===== config.mk =====
export PLATFORM = sky130hd
export DESIGN_NAME = multicycle_control
export DESIGN_NICKNAME = d
export VERILOG_FILES = /design/src/rtl/multicycle_control.sv
export SDC_FILE = /design/constraint.sdc
export NUM_CORES = 1
export LEC_CHECK = 0
export BUFFER_PORTS_ARGS = -buffer_cell sky130_fd_sc_hd__buf_4
export CAP_MARGIN = 10
export CORE_UTILIZATION = 48
export DETAILED_ROUTE_END_ITERATION = 8
export MAX_ROUTING_LAYER = met4
export PLACE_DENSITY = 0.73
export SLEW_MARGIN = 0
export SYNTH_ARGS = -nofsm -noshare
export SYNTH_HDL_FRONTEND = slang
export SYNTH_SLANG_ARGS = --single-unit

===== constraint.sdc =====
create_clock -name clk -period 1.9 [get_ports clk]
set_input_delay 0.095 -clock clk [delete_from_list [all_inputs] [get_ports clk]]
set_output_delay 0.095 -clock clk [all_outputs]
set_load 0.05 [all_outputs]

===== src/rtl/multicycle_control.sv =====
// Control FSM for the shared-memory multicycle MIPS datapath (R-type, lw, sw, addi, beq, j).
// Latency: R/addi/sw 4 cycles, lw 5, beq/j 3 with zero-wait memory; controls decode from state + mem_ready.
// Backpressure: FETCH/MEMRD/MEMWR hold on mem_ready=0; a bounded wait turns into a sticky timeout error.
module multicycle_control #(
  parameter int TIMEOUT_CYCLES = 255,
  parameter int CNT_W          = 32
) (
  input  logic             clk,
  input  logic             resetN,
  input  logic [5:0]       opCode,
  input  logic             mem_ready,
  input  logic             halt_req,
  output logic             PCWrite,
  output logic             PCWriteCond,
  output logic             IorD,
  output logic             MemRead,
  output logic             MemWrite,
  output logic             IRWrite,
  output logic             MemtoReg,
  output logic             RegDst,
  output logic             RegWrite,
  output logic             ALUSrcA,
  output logic [1:0]       ALUSrcB,
  output logic [1:0]       ALUOp,
  output logic [1:0]       PCSource,
  output logic             instr_done,
  output logic [CNT_W-1:0] instr_count,
  output logic             halted,
  output logic [1:0]       err_code
);

  localparam logic [5:0] OP_RTYPE = 6'b000000;
  localparam logic [5:0] OP_LW    = 6'b100011;
  localparam logic [5:0] OP_SW    = 6'b101011;
  localparam logic [5:0] OP_ADDI  = 6'b001000;
  localparam logic [5:0] OP_BEQ   = 6'b000100;
  localparam logic [5:0] OP_J     = 6'b000010;

  // Wait counter only ever needs to reach TIMEOUT_CYCLES-1 before the error fires.
  localparam int WAIT_W = (TIMEOUT_CYCLES < 2) ? 1 : $clog2(TIMEOUT_CYCLES + 1);
  localparam logic [WAIT_W-1:0] WAIT_LAST =
    (TIMEOUT_CYCLES > 0) ? WAIT_W'(TIMEOUT_CYCLES - 1) : '0;

  typedef enum logic [3:0] {
    S_IDLE, S_FETCH, S_DECODE, S_EXEC, S_ALUWB, S_MEMADR, S_ADDIEX,
    S_ADDIWB, S_MEMRD, S_MEMWB, S_MEMWR, S_BRANCH, S_JUMP, S_ERROR
  } state_t;

  state_t            state;
  logic [WAIT_W-1:0] wait_cnt;
  logic              mem_wait;
  logic              timeout;

  // A memory state stalled this cycle, and whether that stall exhausts the budget.
  always_comb begin
    mem_wait = ((state == S_FETCH) || (state == S_MEMRD) || (state == S_MEMWR)) && !mem_ready;
    timeout  = mem_wait && (TIMEOUT_CYCLES != 0) && (wait_cnt == WAIT_LAST);
  end

  // Control decode. Kept combinational: FETCH/MEMWR qualify strobes with the current
  // mem_ready, and strobes must fall the instant resetN asserts.
  always_comb begin
    PCWrite     = 1'b0;
    PCWriteCond = 1'b0;
    IorD        = 1'b0;
    MemRead     = 1'b0;
    MemWrite    = 1'b0;
    IRWrite     = 1'b0;
    MemtoReg    = 1'b0;
    RegDst      = 1'b0;
    RegWrite    = 1'b0;
    ALUSrcA     = 1'b0;
    ALUSrcB     = 2'b00;
    ALUOp       = 2'b00;
    PCSource    = 2'b00;
    instr_done  = 1'b0;
    case (state)
      S_FETCH: begin
        MemRead = 1'b1;
        ALUSrcB = 2'b01;
        IRWrite = mem_ready;
        PCWrite = mem_ready;
      end
      S_DECODE: ALUSrcB = 2'b11;
      S_EXEC: begin
        ALUSrcA = 1'b1;
        ALUOp   = 2'b10;
      end
      S_ALUWB: begin
        RegDst     = 1'b1;
        RegWrite   = 1'b1;
        instr_done = 1'b1;
      end
      S_MEMADR, S_ADDIEX: begin
        ALUSrcA = 1'b1;
        ALUSrcB = 2'b10;
      end
      S_ADDIWB: begin
        RegWrite   = 1'b1;
        instr_done = 1'b1;
      end
      S_MEMRD: begin
        MemRead = 1'b1;
        IorD    = 1'b1;
      end
      S_MEMWB: begin
        RegWrite   = 1'b1;
        MemtoReg   = 1'b1;
        instr_done = 1'b1;
      end
      S_MEMWR: begin
        MemWrite   = 1'b1;
        IorD       = 1'b1;
        instr_done = mem_ready;
      end
      S_BRANCH: begin
        ALUSrcA     = 1'b1;
        ALUOp       = 2'b01;
        PCWriteCond = 1'b1;
        PCSource    = 2'b01;
        instr_done  = 1'b1;
      end
      S_JUMP: begin
        PCWrite    = 1'b1;
        PCSource   = 2'b10;
        instr_done = 1'b1;
      end
      default: ;
    endcase
    halted = (state == S_IDLE);
  end

  // Sequencing, wait/timeout tracking, retired-instruction count and sticky error code.
  always_ff @(posedge clk or negedge resetN) begin
    if (!resetN) begin
      state       <= S_IDLE;
      wait_cnt    <= '0;
      instr_count <= '0;
      err_code    <= 2'b00;
    end else begin
      // Any cycle that is not a stall restarts the count, so entry always starts at zero.
      wait_cnt <= mem_wait ? wait_cnt + 1'b1 : '0;
      if (instr_done)
        instr_count <= instr_count + 1'b1;
      case (state)
        S_IDLE:   if (!halt_req) state <= S_FETCH;
        S_FETCH: begin
          if (mem_ready) state <= S_DECODE;
          else if (timeout) begin
            state    <= S_ERROR;
            err_code <= 2'b10;
          end
        end
        S_DECODE: begin
          case (opCode)
            OP_RTYPE:     state <= S_EXEC;
            OP_LW, OP_SW: state <= S_MEMADR;
            OP_ADDI:      state <= S_ADDIEX;
            OP_BEQ:       state <= S_BRANCH;
            OP_J:         state <= S_JUMP;
            default: begin
              state    <= S_ERROR;
              err_code <= 2'b01;
            end
          endcase
        end
        S_EXEC:   state <= S_ALUWB;
        S_MEMADR: state <= (opCode == OP_SW) ? S_MEMWR : S_MEMRD;
        S_ADDIEX: state <= S_ADDIWB;
        S_MEMRD: begin
          if (mem_ready) state <= S_MEMWB;
          else if (timeout) begin
            state    <= S_ERROR;
            err_code <= 2'b10;
          end
        end
        S_MEMWR: begin
          if (mem_ready) state <= halt_req ? S_IDLE : S_FETCH;
          else if (timeout) begin
            state    <= S_ERROR;
            err_code <= 2'b10;
          end
        end
        S_ALUWB, S_ADDIWB, S_MEMWB, S_BRANCH, S_JUMP:
          state <= halt_req ? S_IDLE : S_FETCH;
        S_ERROR:  state <= S_ERROR;
        default:  state <= S_IDLE;
      endcase
    end
  end

endmodule


==> run_results.csv, run 1 <==
group,metric,value,unit
setup_path,startpoint_type,"flop",
placement,port_buffers,61,
setup_path,crit_type,"reg2reg",
die,rows,25,
logic_synthesis,post_synth_instance_area,2510,sq um
setup_path,slowest_library_cell_on_the_worst_path,"sky130_fd_sc_hd__nor4_4",
power_and_ir_drop,power_density,1240,nW/um^2
grt,grtUsageTotal,22.3,%
clock_network,cts.sink_count,46,
drt,first_pass_iters,4,
setup_path,crit_fanout,5,
cells_and_area,layout_fillers,403,
drt,drt_drc_violations_left,0,
sta,fin_crit,1850,ps
placement,place.detailed.hpwl,4060,um
drt,drt_iter0_drc,151,
setup_path,timing.critical_path.arrival,2040,ps
hold_path,hold_wc_path_type,"in2reg",
sta,timing_worst_slew_pin_value,580,ps
placement,place_worst_setup_slack,-17.8,ps
cells_and_area,nNetsFinal,337,
clock_network,clk_pin_slew_worst_paths,80,ps
die,fp.dieArea,5530,sq um
sta,layout_setup_ws,46.0,ps
power_and_ir_drop,power_leakage,1.59,nW
cells_and_area,footprint_of_the_multi_input_gates,1320,sq um
logic_synthesis,syn_inst,247,
logic_synthesis,synth.largest_area_cell,"sky130_fd_sc_hd__dfrtp_1",
drt,vias,2123,
die,design.portCount,62,
sta,fmax,539,MHz
setup_path,crit_path_cell_trace,"and4b_4, nor4_4, inv_4, and3_4, and4_4, xor2_1",
logic_synthesis,synth_flop_cell,"sky130_fd_sc_hd__dfrtp_1",
logic_synthesis,yosysTopAreaCellShare,45.8,%
sta,fin_crit_sh,97.6,%
sta,finClkSkew,9.31,ps
logic_synthesis,yosys.cell_count.top_type,"sky130_fd_sc_hd__dfrtp_1",
logic_synthesis,synth.ff_latch_count,46,
logic_synthesis,yosys-top-cells-area,"sky130_fd_sc_hd__dfrtp_1 46%, sky130_fd_sc_hd__xnor2_1 10%, sky130_fd_sc_hd__xor2_1 3.1%",
cells_and_area,layoutNonFillerInstCount,392,
setup_path,critical-path-top-delay-family,"simple AND/OR/NAND/NOR gates",
clock_network,cts_buffers,5,
grt,grt-ovfl-total,0,
placement,post-place-cells,381,
logic_synthesis,synthArstFlopShare,100,%
die,die_w,74.3,um
die,initial_core_util,51.5,%
clock_network,h-tree-depth,2,
drt,route.antenna.remaining_nets,0,
clock_network,cts-root-buf,"sky130_fd_sc_hd__clkbuf_8",
die,die_h,74.3,um
job,timing.max_cap.violations,0,
grt,number_of_antenna_violations_at_the_first_check_in_global_routing,0,
drt,finalWirelength,5620,um
logic_synthesis,syn-mean-instance-area,10.2,sq um
sta,report.final.setup_viol,0,
grt,grt_first_pass_wirelength,9320,um
logic_synthesis,synth_commonest_cells,"46 x sky130_fd_sc_hd__dfrtp_1, 29 x sky130_fd_sc_hd__xnor2_1, 17 x sky130_fd_sc_hd__nand2_1",
setup_path,critPathCaptureType,"flop",
logic_synthesis,synth-edff-count,0,
logic_synthesis,synth_warnings,0,
clock_network,clk_latency,290,ps
die,core_area,4880,sq um
sta,timing.final.max_slew_violations,0,
setup_path,worst-path-buf-inv,1,
cells_and_area,drive_gt1_share,33.8,%
logic_synthesis,synthesis.nets,260,
sta,final_hold_viol_count,0,
cells_and_area,n_antenna_cell,0,
setup_path,cp_slowest_stage_delay,490,ps
drt,route.detailed.vias_per_inst,5.42,
drt,wl_per_cell,14.3,um
cells_and_area,regArea,1160,sq um
clock_network,clk_path_buf_depth,2,
power_and_ir_drop,vdd_ir_drop_max,780,uV
status,outcome,"complete, no violations",
cells_and_area,area_growth_syn_to_fin,31.8,%
grt,vias_in_the_first_global_route,1967,
logic_synthesis,ys_seq_area_share,45.8,%
sta,timing.max_slew.rel_slack,61.3,%
setup_path,cp.required,2080,ps
grt,largest_net_degree_at_the_start_of_global_routing,47,
logic_synthesis,cell_variety_after_synth,50,
clock_network,cts_tree,"built",
placement,gp_congestion,0.823,
## metal layers
metal	routed length, um	GRT usage (%)
met5	0	-
met4	19	5.24
met3	259	3.66
met2	2720	34.8
met1	2620	30.5
## cells in the final DEF, fill, tap and decap left out, types with 2 or more instances in the layout
master / instances
sky130_fd_sc_hd__a21o_1: 2
sky130_fd_sc_hd__a21oi_1: 8
sky130_fd_sc_hd__a311o_1: 3
sky130_fd_sc_hd__and2_1: 3
sky130_fd_sc_hd__and3_1: 8
sky130_fd_sc_hd__and4_1: 5
sky130_fd_sc_hd__buf_4: 78
sky130_fd_sc_hd__clkbuf_8: 6
sky130_fd_sc_hd__dfrtp_1: 40
sky130_fd_sc_hd__dfrtp_2: 6
sky130_fd_sc_hd__dlygate4sd3_1: 2
sky130_fd_sc_hd__ha_1: 3
sky130_fd_sc_hd__inv_1: 5
sky130_fd_sc_hd__mux2i_1: 3
sky130_fd_sc_hd__nand2_1: 17
sky130_fd_sc_hd__nand2b_1: 2
sky130_fd_sc_hd__nand2b_2: 2
sky130_fd_sc_hd__nand3_1: 14
sky130_fd_sc_hd__nand4_1: 12
sky130_fd_sc_hd__nor2_1: 16
sky130_fd_sc_hd__nor2b_1: 2
sky130_fd_sc_hd__nor3_1: 8
sky130_fd_sc_hd__nor3_4: 2
sky130_fd_sc_hd__nor4_1: 3
sky130_fd_sc_hd__nor4_4: 2
sky130_fd_sc_hd__o21ai_0: 4
sky130_fd_sc_hd__or3_1: 2
sky130_fd_sc_hd__xnor2_1: 29
sky130_fd_sc_hd__xor2_1: 9
## per-stage QoR
| step | utilization (%) | power (W) | hold slack, ps | area, sq um | setup TNS [ps] |
|---|---|---|---|---|---|
| after CTS | 67.4 | 0.00409 | 103 | 3290 | 0 |
| after detailed placement | 65.0 | 0.00347 | 134 | 3170 | -28.4 |
| final | 67.8 | 0.00410 | 115 | 3310 | 0 |
| after floorplan | - | 0.00282 | -201 | 2550 | -1260 |
| after global placement | 65.0 | 0.00343 | 132 | 3170 | 0 |
| after global routing | 67.8 | 0.00434 | 111 | 3310 | -18.6 |
## worst paths after layout
path	start	end	slack [ps]	cells past startpoint
setup / recovery	state[1]	instr_count[6]	50	6
hold / removal	opCode[3]	state[1]	120	2
setup reg to reg	state[1]	instr_count[6]	50	6
hold reg to reg	instr_count[6]	instr_count[6]	480	1
max in group asynchronous	resetN	instr_count[4]	1130	2
min in group asynchronous	resetN	instr_count[20]	350	2
## what timing repair did
action	CTS	global route
endpoints found under the setup margin	11	17
hold buffers	2	0
gates resized for setup	1	7
endpoints found under the hold margin	47	0
buffers inserted	0	1
pin swaps	2	1
## power by group
group	total, W	switching (W)	internal (W)
combinational	0.00228	0.00147	0.000805
clock	0.000606	0.000312	0.000294
sequential	0.00122	0.000132	0.00109
## sequential cells by signal, indices dropped and copies added, names as in the netlist
signal	cells
state	4
err_code	2
wait_cnt	8
instr_count	32
## logic make-up after synthesis
| logic type | Yosys count | synth area share, % |
|---|---|---|
| AOI/OAI and AO/OA | 27 | 7.72 |
| muxes | 3 | 1.20 |
| xor gates and xnor gates | 38 | 13.2 |
| and+or+nand+nor | 111 | 26.7 |
| DFF | 46 | 45.8 |
| adders and majority gates | 4 | 1.89 |
| buffers and inverters | 18 | 3.39 |
## area by class of cell
class	count	share of cell area (%)
clock inverters	1	0.151
well taps	67	2.53
flip-flops and latches	46	35.0
clock buffers	7	2.61
repair buffers	82	19.2
multi-input cells	183	39.7
inverters	6	0.756
Note: power is estimated with default switching activity, not from simulation.
==> run 2: changes to the inputs <==
--- a/config.mk
+++ b/config.mk
@@ -5,12 +5,14 @@
 export SDC_FILE = /design/constraint.sdc
 export NUM_CORES = 1
 export LEC_CHECK = 0
+export ABC_AREA = 1
 export BUFFER_PORTS_ARGS = -buffer_cell sky130_fd_sc_hd__buf_4
 export CAP_MARGIN = 10
-export CORE_UTILIZATION = 48
+export CORE_MARGIN = 1
+export CORE_UTILIZATION = 50
 export DETAILED_ROUTE_END_ITERATION = 8
 export MAX_ROUTING_LAYER = met4
-export PLACE_DENSITY = 0.73
+export PLACE_DENSITY = 0.74
 export SLEW_MARGIN = 0
 export SYNTH_ARGS = -nofsm -noshare
 export SYNTH_HDL_FRONTEND = slang
==> run_results.csv, run 2 <==
group,metric,value,unit
power_and_ir_drop,internal_power,0.00195,W
logic_synthesis,yosys-top-cells-area,"sky130_fd_sc_hd__dfrtp_1 37%, sky130_fd_sc_hd__nand2_1 22%, sky130_fd_sc_hd__nor2_1 11%",
cells_and_area,largestRegisters,"instr_count (32), wait_cnt (8), state (4)",
power_and_ir_drop,totalPowerFinal,0.00390,W
sta,timing.max_slew.rel_slack,61.7,%
setup_path,crit_fanout,10,
sta,setup_tns,0,ps
sta,final_hold_viol_count,0,
power_and_ir_drop,power_frac_seq,33.0,%
clock_network,cts_tree,"built",
job,timing.max_cap.violations,0,
hold_path,worst_hold_path.num_cells,4,
grt,grt_first_pass_wirelength,13100,um
cells_and_area,nNetsFinal,567,
setup_path,rr_endpoint,"instr_count[5]",
status,outcome,"complete, but fails checks",
setup_path,regToRegSetupSlack,150,ps
setup_path,regToRegStartpoint,"state[2]",
cells_and_area,max_flop_register,"instr_count",
placement,gp_congestion,0.906,
clock_network,cts.sink_count,46,
cells_and_area,drive_gt1_share,16.8,%
setup_path,startpoint_type,"flop",
logic_synthesis,synth.largest_area_cell,"sky130_fd_sc_hd__dfrtp_1",
cells_and_area,area_growth_syn_to_fin,21.7,%
cells_and_area,layout_fillers,592,
power_and_ir_drop,comb_power_share,52.5,%
status,violations_in_the_final_reports,"DRC",
cells_and_area,final_cell_mix,"183 x sky130_fd_sc_hd__nand2_1, 89 x sky130_fd_sc_hd__nor2_1, 66 x sky130_fd_sc_hd__buf_4",
logic_synthesis,synth-edff-count,0,
setup_path,timing.critical_path.arrival,1710,ps
clock_network,h-tree-depth,2,
clock_network,post_cts_buffers,0,
cells_and_area,largest_reg_flops,32,
power_and_ir_drop,sw_frac_of_total,50.1,%
sta,grt_setup_unrepaired,"no",
sta,fmax,554,MHz
grt,number_of_antenna_violations_at_the_first_check_in_global_routing,0,
logic_synthesis,synth.ff_latch_count,46,
logic_synthesis,ys_seq_area_share,37.5,%
setup_path,slowest_library_cell_on_the_worst_path,"sky130_fd_sc_hd__dfrtp_2",
clock_network,cts-root-buf,"sky130_fd_sc_hd__clkbuf_8",
hold_path,worst_hold_startpoint,"halt_req",
cells_and_area,n_antenna_cell,0,
hold_path,hold_wc_path_type,"in2reg",
setup_path,crit_type,"reg2out",
sta,finClkSkew,9.57,ps
logic_synthesis,syn-mean-instance-area,6.32,sq um
clock_network,clk_path_buf_depth,2,
placement,place.detailed.hpwl,6230,um
drt,route.detailed.vias_per_inst,5.10,
power_and_ir_drop,vdd_ir_drop_max,1070,uV
drt,drt_drc_violations_left,1,
sta,timing_worst_slew_pin_value,574,ps
clock_network,cts_buffers,5,
setup_path,cp.required,1800,ps
die,core_area,5920,sq um
grt,vias_in_the_first_global_route,2857,
setup_path,worst-path-buf-inv,3,
power_and_ir_drop,power_density,1040,nW/um^2
logic_synthesis,syn_inst,486,
drt,route.antenna.remaining_nets,0,
logic_synthesis,synth_flop_cell,"sky130_fd_sc_hd__dfrtp_1",
setup_path,cp_slowest_stage_delay,470,ps
placement,port_buffers,61,
drt,drt_iter0_drc,153,
power_and_ir_drop,p_sw,0.00195,W
drt,vias,3205,
clock_network,clk_latency,290,ps
power_and_ir_drop,clock_power_share,14.5,%
die,initial_core_util,51.9,%
drt,finalWirelength,7860,um
logic_synthesis,yosysTopAreaCellShare,37.5,%
drt,wl_per_cell,12.5,um
logic_synthesis,synthArstFlopShare,100,%
sta,fin_crit_sh,94.9,%
setup_path,rr_worst_depth,9,
sta,report.final.setup_viol,0,
cells_and_area,mostFrequentLayoutCell,"sky130_fd_sc_hd__nand2_1",
die,fp.dieArea,6460,sq um
logic_synthesis,cell_variety_after_synth,28,
logic_synthesis,synth_warnings,0,
clock_network,clk_pin_slew_worst_paths,80,ps
setup_path,critical-path-top-delay-family,"simple AND/OR/NAND/NOR gates",
hold_path,worst_hold_path_endpoint,"state[0]",
logic_synthesis,yosys.cell_count.top_type,"sky130_fd_sc_hd__nand2_1",
die,die_h,80.4,um
power_and_ir_drop,power_leakage,1.81,nW
die,die_w,80.4,um
logic_synthesis,synthesis.nets,499,
die,design.portCount,62,
logic_synthesis,post_synth_instance_area,3070,sq um
grt,grt-ovfl-total,0,
setup_path,crit_path_cell_trace,"nor2_4, inv_2, nor2_4, nand2_1, nand2_2, buf_6, buf_6",
logic_synthesis,synth_commonest_cells,"183 x sky130_fd_sc_hd__nand2_1, 93 x sky130_fd_sc_hd__nor2_1, 52 x sky130_fd_sc_hd__inv_1",
grt,grtUsageTotal,26.6,%
grt,largest_net_degree_at_the_start_of_global_routing,47,
drt,first_pass_iters,7,
sta,timing.final.max_slew_violations,0,
sta,fin_crit,1800,ps
setup_path,critPathCaptureType,"primary output",
die,rows,28,
[run 2: stage by stage]
stage               setup slack [ps]  util (%)  area (sq um)  instances  hold slack [ps]
floorplan                      -3.99         -          3080        486             -201
global placement                 222      61.2          3620        621              138
detailed placement               146      61.2          3620        621              139
CTS                             18.5      62.7          3710        629              113
global route                    1.21      63.1          3740        629              152
finish                          96.3      63.1          3740        629              121
[run 2: cell type report]
| cell class | instances | area (sq um) | share of cell area [%] |
|---|---|---|---|
| Multi-Input combinational cell | 374 | 1660 | 44.5 |
| Timing Repair Buffer | 69 | 528 | 14.1 |
| Clock buffer | 7 | 76.3 | 2.04 |
| Inverter | 58 | 218 | 5.83 |
| Sequential cell | 46 | 1160 | 30.9 |
| Tap cell | 75 | 93.8 | 2.51 |
[run 2: power groups by stage]
stage | Sequential [W] | Clock (W) | Combinational [W]
global placement | 0.00129 | 0 | 0.00202
CTS | 0.00127 | 0.000585 | 0.00202
floorplan | 0.00149 | 0 | 0.00124
global route | 0.00131 | 0.000625 | 0.00221
detailed placement | 0.00129 | 0 | 0.00202
finish | 0.00129 | 0.000566 | 0.00205
[run 2: worst max path at each step]
| stage | startpoint | depth (start not counted) | slack (ps) | end |
|---|---|---|---|---|
| after floorplan | state[2] | 4 | -4 | MemRead |
| after global placement | state[2] | 9 | 220 | instr_count[5] |
| after detailed placement | state[2] | 9 | 150 | instr_count[5] |
| after CTS | state[1] | 8 | 20 | instr_done |
| after global routing | state[2] | 7 | 1 | instr_done |
| final | state[2] | 7 | 100 | instr_done |
[run 2: worst register-to-register path, stage by stage, from the launching register on]
cell	delay, ps
sky130_fd_sc_hd__dfrtp_2	470
sky130_fd_sc_hd__nor2_4	160
sky130_fd_sc_hd__inv_2	90
sky130_fd_sc_hd__nor2_4	130
sky130_fd_sc_hd__nand2_1	70
sky130_fd_sc_hd__nand2_2	170
sky130_fd_sc_hd__buf_4	260
sky130_fd_sc_hd__nand2_2	100
sky130_fd_sc_hd__o21ai_1	140
sky130_fd_sc_hd__nand2_1	60
[run 2: what timing repair did]
item / in CTS / in global routing
pin swaps: 0 / 0
hold endpoints to repair: 46 / 0
resized for setup: 1 / 7
hold buffers: 1 / 0
setup endpoints to repair: 1 / 5
[run 2: kinds of logic after synthesis]
| group | count (synthesis) | synth area share [%] |
|---|---|---|
| fa+ha+maj | 3 | 1.22 |
| simple gates | 328 | 43.8 |
| flops | 46 | 37.5 |
| buf+inv | 66 | 8.96 |
| xor+xnor | 11 | 3.14 |
| compound gates | 32 | 5.42 |
[run 2: layer usage]
layer | wire [um] | up-vias | global-route usage, %
met2 | 3450 | 80 | 39.9
met1 | 4030 | 1493 | 38.3
met5 | 0 | - | -
met3 | 321 | 4 | 3.64
li1 | - | 1628 | -
met4 | 53 | 0 | 5.54
==> run 3: changes to the inputs <==
--- a/config.mk
+++ b/config.mk
@@ -12,7 +12,7 @@
 export CORE_UTILIZATION = 50
 export DETAILED_ROUTE_END_ITERATION = 8
 export MAX_ROUTING_LAYER = met4
-export PLACE_DENSITY = 0.74
+export PLACE_DENSITY = 0.83
 export SLEW_MARGIN = 0
 export SYNTH_ARGS = -nofsm -noshare
 export SYNTH_HDL_FRONTEND = slang
==> constraint.sdc (replaced) <==
create_clock -name clk -period 1.9 [get_ports clk]
set_input_delay 0.38 -clock clk [delete_from_list [all_inputs] [get_ports clk]]
set_output_delay 0.38 -clock clk [all_outputs]
set_load 0.05 [all_outputs]
==> run_results.csv, run 3 (same netlist as run 2, synthesis figures left out) <==
group,metric,value,unit
clock_network,cts-hold-fix-buffers,0,
die,die_h,80.4,um
power_and_ir_drop,vdd_ir_drop_max,860,uV
cells_and_area,area_growth_syn_to_fin,25.5,%
hold_path,hold_wc_path_type,"in2async",
sta,fin_crit_sh,98.1,%
die,rows,28,
placement,place.detailed.hpwl,6230,um
setup_path,timing.critical_path.arrival,1480,ps
die,die_w,80.4,um
drt,met3_routed_wl,401,um
setup_path,regToRegSetupSlack,130,ps
setup_path,crit_fanout,5,
cells_and_area,layoutNonFillerInstCount,636,
setup_path,crit_type,"reg2out",
job,timing.max_cap.violations,0,
drt,drt_drc_violations_left,0,
drt,first_pass_iters,5,
sta,timing.final.max_slew_violations,0,
status,outcome,"complete, no violations",
die,design.portCount,62,
drt,wirelength_met1,3720,um
placement,place_worst_setup_slack,216,ps
die,core_area,5920,sq um
sta,finClkSkew,7.62,ps
drt,route.antenna.remaining_nets,0,
cells_and_area,n_antenna_cell,0,
grt,grt_first_pass_wirelength,13000,um
setup_path,cp.required,1520,ps
clock_network,clk_latency,310,ps
setup_path,critPathCaptureType,"primary output",
sta,timing_worst_slew_pin_value,569,ps
drt,met2_length,3730,um
sta,timing.max_slew.rel_slack,62.1,%
clock_network,cts-root-buf,"sky130_fd_sc_hd__clkbuf_8",
cells_and_area,regArea,1160,sq um
drt,route.detailed.vias_per_inst,5.10,
drt,wl_per_cell,12.6,um
sta,report.final.setup_viol,0,
cells_and_area,largest_reg_flops,32,
cells_and_area,mostFrequentLayoutCell,"sky130_fd_sc_hd__nand2_1",
grt,largest_net_degree_at_the_start_of_global_routing,47,
grt,vias_in_the_first_global_route,2861,
sta,final_hold_viol_count,0,
cells_and_area,drive_gt1_share,20.1,%
cells_and_area,footprint_of_the_multi_input_gates,1700,sq um
sta,fin_crit,1860,ps
cells_and_area,layout_fillers,559,
drt,finalWirelength,7980,um
die,initial_core_util,51.9,%
cells_and_area,largestRegisters,"instr_count (32), wait_cnt (8), state (4)",
clock_network,h-tree-depth,2,
setup_path,startpoint_type,"flop",
clock_network,clk_pin_slew_worst_paths,90,ps
clock_network,cts_buffers,5,
sta,fmax,536,MHz
power_and_ir_drop,power_leakage,1.85,nW
placement,post-place-cells,623,
drt,top_metal_used,"met4",
cells_and_area,final_cell_mix,"181 x sky130_fd_sc_hd__nand2_1, 86 x sky130_fd_sc_hd__nor2_1, 69 x sky130_fd_sc_hd__buf_4",
grt,grtUsageTotal,26.9,%
grt,grt-ovfl-total,0,
power_and_ir_drop,power_density,1080,nW/um^2
placement,port_buffers,61,
cells_and_area,post-route-util,65.1,%
clock_network,cts.sink_count,46,
clock_network,clk_path_buf_depth,2,
placement,gp_congestion,0.989,
cells_and_area,nNetsFinal,573,
power_and_ir_drop,totalPowerFinal,0.00415,W
die,fp.dieArea,6460,sq um
grt,number_of_antenna_violations_at_the_first_check_in_global_routing,0,
drt,vias,3243,
sta,grt_setup_unrepaired,"yes",
clock_network,cts_tree,"built",
cells_and_area,max_flop_register,"instr_count",
sta,layout_setup_ws,35.3,ps
drt,drt_iter0_drc,227,
run 3: cell type report:
type | instances | area share, %
Multi-Input combinational cell | 374 | 44.1
Clock inverter | 3 | 0.552
Timing Repair Buffer | 75 | 15.3
Sequential cell | 46 | 30.1
Clock buffer | 5 | 1.79
Inverter | 58 | 5.78
Tap cell | 75 | 2.44
run 3: worst max-delay path, cell delays in order, from the launching register on:
cell	delay, ps
sky130_fd_sc_hd__dfrtp_2	450
sky130_fd_sc_hd__inv_4	60
sky130_fd_sc_hd__nor2_4	160
sky130_fd_sc_hd__inv_4	70
sky130_fd_sc_hd__nor2_4	130
sky130_fd_sc_hd__nand2_2	80
sky130_fd_sc_hd__nand2_4	90
sky130_fd_sc_hd__buf_8	150
run 3: power breakdown:
part | switching, W | internal, W
Combinational | 0.00154 | 0.000715
Sequential | 0.000179 | 0.00111
Clock | 0.000351 | 0.000259
run 3: path summary, 6_finish.rpt:
kind | start | to | depth (start not counted)
min in group clk | halt_req | state[0] | 4
worst min register to register | err_code[1] | err_code[1] | 2
max in group asynchronous | resetN | state[3] | 1
worst min-delay path | resetN | instr_count[25] | 1
worst max-delay path | state[3] | instr_done | 7
worst max register to register | state[3] | instr_count[18] | 11
run 3: per-stage QoR:
stage          setup TNS, ps  instance area [sq um]  hold slack [ps]
3_3_place_gp               0                   3640              418
5_1_grt                -72.5                   3850              117
6_report                   0                   3850             68.7
4_1_cts                -55.7                   3750             76.8
3_5_place_dp               0                   3640              424
2_1_floorplan           -934                   3080             84.4
run 3: repair_timing:
| action | 4_1_cts | 5_1_grt |
|---|---|---|
| hold endpoints to repair | 0 | 0 |
| buffers inserted | 1 | 4 |
| pin swaps | 0 | 7 |
| endpoints found under the setup margin | 8 | 13 |
| resized for setup | 6 | 25 |
run 3: routing by layer:
metal  up-vias  track usage [%]
met3        13             4.77
met4         0             9.11
met2        88             41.1
met1      1497             35.8
li1       1645                -
met5         -                -
